## src/rtl/uint_mul_accumulate.sv

```systemverilog
// Sums COUNT consecutive zero-extended products into one result and presents
// it, with a per-group sticky carry-out flag, on a valid/ready output port.
module uint_mul_accumulate #(
  parameter int WIDTH     = 3,
  parameter int ACC_WIDTH = 8,
  parameter int COUNT     = 4
) (
  input  logic                 CLK,
  input  logic                 RESETN,
  input  logic [WIDTH-1:0]     I,
  input  logic                 I_valid,
  output logic                 I_ready,
  input  logic                 clear,
  output logic [ACC_WIDTH-1:0] O,
  output logic                 O_valid,
  input  logic                 O_ready,
  output logic                 O_overflow
);

  localparam int CNT_W = (COUNT > 1) ? $clog2(COUNT) : 1;
  localparam logic [CNT_W-1:0] LAST_CNT = CNT_W'(COUNT - 1);

  typedef enum logic {
    ACCUM = 1'b0,
    HOLD  = 1'b1
  } state_t;

  state_t               state_reg;
  logic [ACC_WIDTH-1:0] acc_reg;
  logic [CNT_W-1:0]     cnt_reg;
  logic                 run_ovf_reg;
  logic [ACC_WIDTH-1:0] o_reg;
  logic                 o_valid_reg;
  logic                 o_ovf_reg;

  logic                 beat;
  logic [ACC_WIDTH:0]   sum;

  // clear blocks acceptance so a product offered alongside it stays pending
  assign I_ready = (state_reg == ACCUM) && !clear;
  assign beat    = I_valid && I_ready;
  assign sum     = {1'b0, acc_reg} + (ACC_WIDTH + 1)'(I);

  assign O          = o_reg;
  assign O_valid    = o_valid_reg;
  assign O_overflow = o_ovf_reg;

  always_ff @(posedge CLK) begin
    if (!RESETN) begin
      state_reg   <= ACCUM;
      acc_reg     <= '0;
      cnt_reg     <= '0;
      run_ovf_reg <= 1'b0;
      o_reg       <= '0;
      o_valid_reg <= 1'b0;
      o_ovf_reg   <= 1'b0;
    end else begin
      case (state_reg)
        ACCUM: begin
          if (clear) begin
            acc_reg     <= '0;
            cnt_reg     <= '0;
            run_ovf_reg <= 1'b0;
          end else if (beat) begin
            if (cnt_reg == LAST_CNT) begin
              o_reg       <= sum[ACC_WIDTH-1:0];
              o_ovf_reg   <= run_ovf_reg | sum[ACC_WIDTH];
              o_valid_reg <= 1'b1;
              acc_reg     <= '0;
              cnt_reg     <= '0;
              run_ovf_reg <= 1'b0;
              state_reg   <= HOLD;
            end else begin
              acc_reg     <= sum[ACC_WIDTH-1:0];
              run_ovf_reg <= run_ovf_reg | sum[ACC_WIDTH];
              cnt_reg     <= cnt_reg + 1'b1;
            end
          end
        end
        HOLD: begin
          // O and O_overflow deliberately keep their value after the handshake
          if (O_ready) begin
            o_valid_reg <= 1'b0;
            state_reg   <= ACCUM;
          end
        end
        default: state_reg <= ACCUM;
      endcase
    end
  end

endmodule

```

## config.mk

```make
export PLATFORM = sky130hd
export DESIGN_NAME = uint_mul_accumulate
export DESIGN_NICKNAME = d
export VERILOG_FILES = /design/src/rtl/uint_mul_accumulate.sv
export SDC_FILE = /design/constraint.sdc
export NUM_CORES = 1
export LEC_CHECK = 0
export BUFFER_PORTS_ARGS = -buffer_cell sky130_fd_sc_hd__buf_4
export CORE_AREA = 2 2 52 54
export CTS_CLUSTER_SIZE = 20
export DETAILED_ROUTE_END_ITERATION = 8
export DIE_AREA = 0 0 54 56
export PLACE_DENSITY_LB_ADDON = 0.12
export SYNTH_ARGS = -nofsm -noshare
export SYNTH_HDL_FRONTEND = slang
export SYNTH_SLANG_ARGS = --single-unit
```

## constraint.sdc

```tcl
create_clock -name CLK -period 2.4 [get_ports CLK]
set_input_delay 0.48 -clock CLK [delete_from_list [all_inputs] [get_ports CLK]]
set_output_delay 0.48 -clock CLK [all_outputs]
set_load 0.01 [all_outputs]
```

=== Word-level counts from Yosys, hierarchy flattened ===
Cells that the tools add are included.

* Latch bits: 0
* Bits in writable memories: 0
* Word-level logic and storage cells: 43
* Output and inout port bits: 11
* Memories kept: 0
* Register bits: 22
* Bits in read-only memories: 0

* Equality and inequality tests: 5
* Multiplexer cells: 19
* Bitwise gates (word level): 3
* Multipliers: 0
* Reduce and logical (&&, ||, !) cells: 7
* Shift operators: 0
* Add/subtract/negate cells: 2
* Order comparisons: 0
* Div/mod/pow operators: 0

{| class="wikitable"
|+ Operators with widths
! kind !! number
|-
| $mux W8 || 3
|-
| $mux W1 || 11
|-
| $add A8 B3 Y9 || 1
|-
| $reduce_and A4 Y1 || 2
|-
| $mux W2 || 3
|-
| $ne A2 B2 Y1 const B || 3
|-
| $pmux W1 S2 || 2
|-
| $add A2 B1 Y2 const B || 1
|-
| $eq A2 B2 Y1 const B || 1
|-
| $logic_and A1 B1 Y1 || 2
|-
| $ne A2 B1 Y1 const B || 1
|-
| $not A1 Y1 || 2
|-
| $reduce_and A2 Y1 || 1
|-
| $reduce_bool A2 Y1 || 1
|-
| $logic_not A1 Y1 || 1
|-
| $or A1 B1 Y1 || 1
|}

=== Longest topological paths before layout ===
* Depth in word-level cells: 6
* Depth in mapped cells: 7
* Gate-level depth less buffers: 6

=== Worst setup path after synthesis ===
OpenSTA, ideal clock, no wires.

* Path kind: input to register
* Start point: input I[0]
* End point: register acc_reg[6]
* Path buffers: 1
* Setup time: 73 ps
* Slack: 467 ps
* Stages on the path: 7
* Arrival: 1860 ps
* Path through: ha_1 -> fa_1 -> a21o_1 -> and4_1 -> buf_2 -> o211a_1 -> nor3_2

* Cells in the longest elaborated chain, start to end: 4

{| class="wikitable"
|+ Ends and longest elaborated chain
! item !! RTL line !! text
|-
| start: declaration || 10 || <nowiki>input logic [WIDTH-1:0] I,</nowiki>
|-
| $add A8 B3 Y9 || 42 || <nowiki>assign sum = {1'b0, acc_reg} + (ACC_WIDTH + 1)'(I);</nowiki>
|-
| $mux W8 || 65 || <nowiki>if (cnt_reg == LAST_CNT) begin</nowiki>
|-
| $mux W8 || 64 || <nowiki>end else if (beat) begin</nowiki>
|-
| $mux W8 || 60 || <nowiki>if (clear) begin</nowiki>
|-
| end signal: assignment || 74 || <nowiki>acc_reg <= sum[ACC_WIDTH-1:0];</nowiki>
|-
| end: declaration || 29 || <nowiki>logic [ACC_WIDTH-1:0] acc_reg;</nowiki>
|}

No other way between the ends. The select of a mux whose other input is x is not followed.
A chain may end at the register's enable or synchronous reset.

=== Final worst setup path ===
* Start point: register acc_reg[0]
* End point: register acc_reg[6]

* Cells in the longest elaborated chain, start to end: 4

{| class="wikitable"
|+ Ends and longest elaborated chain
! item !! RTL line
|-
| $add A8 B3 Y9 || 42
|-
| $mux W8 || 65
|-
| $mux W8 || 64
|-
| $mux W8 || 60
|}

No other way between the ends. The select of a mux whose other input is x is not followed.

==> flow_metrics.tcl <==
set metrics [dict create \
    stdcell_count 158 \
    first_pass_iters 3 \
    critPathMaxStageDelay_ps 400 \
    place_inst 154 \
    drcViolationCount 0 \
    first_iter_violations 6 \
    postCtsSetupBuffers 0 \
    seqCellArea_sq_um 440 \
    outcome "complete, no violations" \
    yosysMostFrequentCell "dfxtp_1" \
    coreArea_sq_um 2430 \
    crit_family "adder cells" \
    cpMaxStageDelayCell "fa_1" \
    routed_wl_microns 2060 \
    yosysTopAreaCell "dfxtp_1" \
    clk_path_buf_depth 2 \
    p_leak_nw 0.495 \
    required_ps 2640 \
    ys_types 38 \
    dpl-instance-area_sq_um 1210 \
    initial_core_util 0.452 \
    vias 847 \
    maxSlewHeadroom 0.534 \
    path_clk_slew_ps 120 \
    fin_hold_ws_ps 463 \
    antenna_cells 0 \
    grt_start_max_net_pins 18 \
    cts_made_buffers 3 \
    cts_root_buf "clkbuf_4" \
    syn_avg_cell_area_sq_um 9.64 \
    postLayoutCellArea_sq_um 1250 \
    n_fill_cell 246 \
    cts_sinks 22 \
    vias_per_cell 5.36 \
    arrival_ps 2020 \
    rsz0062_at_grt "false" \
    grt_use_total 0.155 \
    period_minus_slack_ps 1780 \
    cp-end-kind "flop" \
    synth_area_sq_um 1100 \
    max_slew.worst_pin.slew_ps 696 \
    max_freq_mhz 562 \
    synth_top_area_share 0.401 \
    io_buffers 18 \
    multiInputGateArea_sq_um 589 \
    syn_nets 127 \
    overflow 0 \
    path_class "reg -> reg" \
    drive_above_1_share 0.258 \
    yosys_warnings 0 \
    path_buf_inv 0 \
    clock_skew_ps 3.43 \
    dpl.hpwl_microns 1450 \
    start_kind "flop" \
    wl_per_cell_microns 13.0 \
    die_w_microns 54 \
    peakVddDrop_uv 288 \
    cts_tree "yes" \
    grt_pass1_vias 797 \
    synthCells 114 \
    hold_violations 0 \
    min_path_type "in -> reg" \
    die_area_sq_um 3020 \
    ant_nets 0 \
    wl_met2_microns 1010 \
    yosys-top-cells-area "dfxtp_1, a21oi_1, ha_1, nor2_1, mux2i_1" \
    h-tree-depth 1 \
    synth_common_cells "dfxtp_1, nor2_1, a21oi_1" \
    synth_seq_area_share 0.401 \
    antenna_found_initial 0 \
    reg2reg_from "acc_reg[0]" \
    ys_seq_elements 22 \
    hold_buffers 0 \
    cts_resized 0 \
    maxCapViolCount 0 \
    finalSetupViolCount 0 \
    p_per_area_nw_per_um2 503 \
    clk_latency_ps 300 \
    drt-met1-wl_microns 984 \
    met3WireLength_microns 52 \
    worstPathCellList "ha_1, fa_1, a21o_1, and4_1, o211a_1, nor3_2" \
    worstHoldStart "RESETN" \
    cp_max_fo 5 \
    finalMaxSlewViolations 0 \
    io_pins 19 \
    gp_congestion 0.759 \
    pre_cts_ws_ps 347 \
    synthArstFlopShare 0 \
    synth-edff-count 0 \
    period_share 0.741 \
    area_growth_pct 13.4 \
    finalSetupTns_ps 0 \
    layout.nets 142 \
    setup_ws_ps 620 \
    fp-row-count 18 \
    grt_pass1_wl_microns 3550 \
    setup.worst_path.start "acc_reg[0]" \
    die_h_microns 56 \
    top_layer "met4" \
    synth_ff_type "dfxtp_1" \
]
kinds of logic (layout without fill, tap and decap cells):
family / count (synthesis) / count (layout) / share of synthesized area
compound gates: 31 / 31 / 0.194
xor+xnor: 6 / 6 / 0.0478
fa+ha+maj: 5 / 5 / 0.0638
buf+inv: 10 / 24 / 0.0626
flops: 22 / 22 / 0.401
mux: 4 / 4 / 0.0364
simple gates: 36 / 36 / 0.195
final cells by class:
class	count	share of cell area
clock buffers	4	0.0291
inverters	2	0.00602
multi-input cells	82	0.473
flip-flops and latches	22	0.353
well taps	30	0.0301
repair buffers	18	0.108
report_power, final:
group	leakage (nW)	switching (mW)	total, mW	internal [mW]
Combinational	0.296	0.0326	0.0565	0.0239
Clock	0.0210	0.107	0.199	0.0925
Sequential	0.178	0.00276	0.371	0.369
final timing paths:
path	to	slack, ps	depth (start not counted)
max	acc_reg[6]	620	6
max reg2reg	acc_reg[6]	620	6
min	O[6]	460	3
min reg2reg	run_ovf_reg	490	2
per-stage QoR:
step	utilization	power (mW)
2_1_floorplan	-	0.416
5_1_grt	0.512	0.661
6_report	0.512	0.627
4_1_cts	0.512	0.641
3_5_place_dp	0.497	0.436
3_3_place_gp	0.497	0.435
metal layers:
layer | vias to the layer above | GRT usage
met5 | - | 0
met4 | 0 | 0.0643
li1 | 436 | -
met3 | 2 | 0.0242
met1 | 398 | 0.200
met2 | 11 | 0.249
layout by cell type (no fill, tap or decap), types with 2 or more instances in the layout:
master,count
dfxtp_1,22
buf_4,18
nor2_1,12
a21oi_1,10
nand2_1,6
nand3_1,5
o21ai_0,5
mux2i_1,4
xnor2_1,4
ha_1,4
nand3b_1,3
a22oi_1,3
a21oi_2,3
clkbuf_4,3
inv_1,2
a31oi_1,2
xor2_1,2
nand4_1,2
tightest hold or removal path: cells and delay by family:
kind | cells | cell delay (ps)
AO/OA/AOI/OAI | 2 | 100
buffers and inverters | 1 | 160
Power figures use the tool's default switching activity.
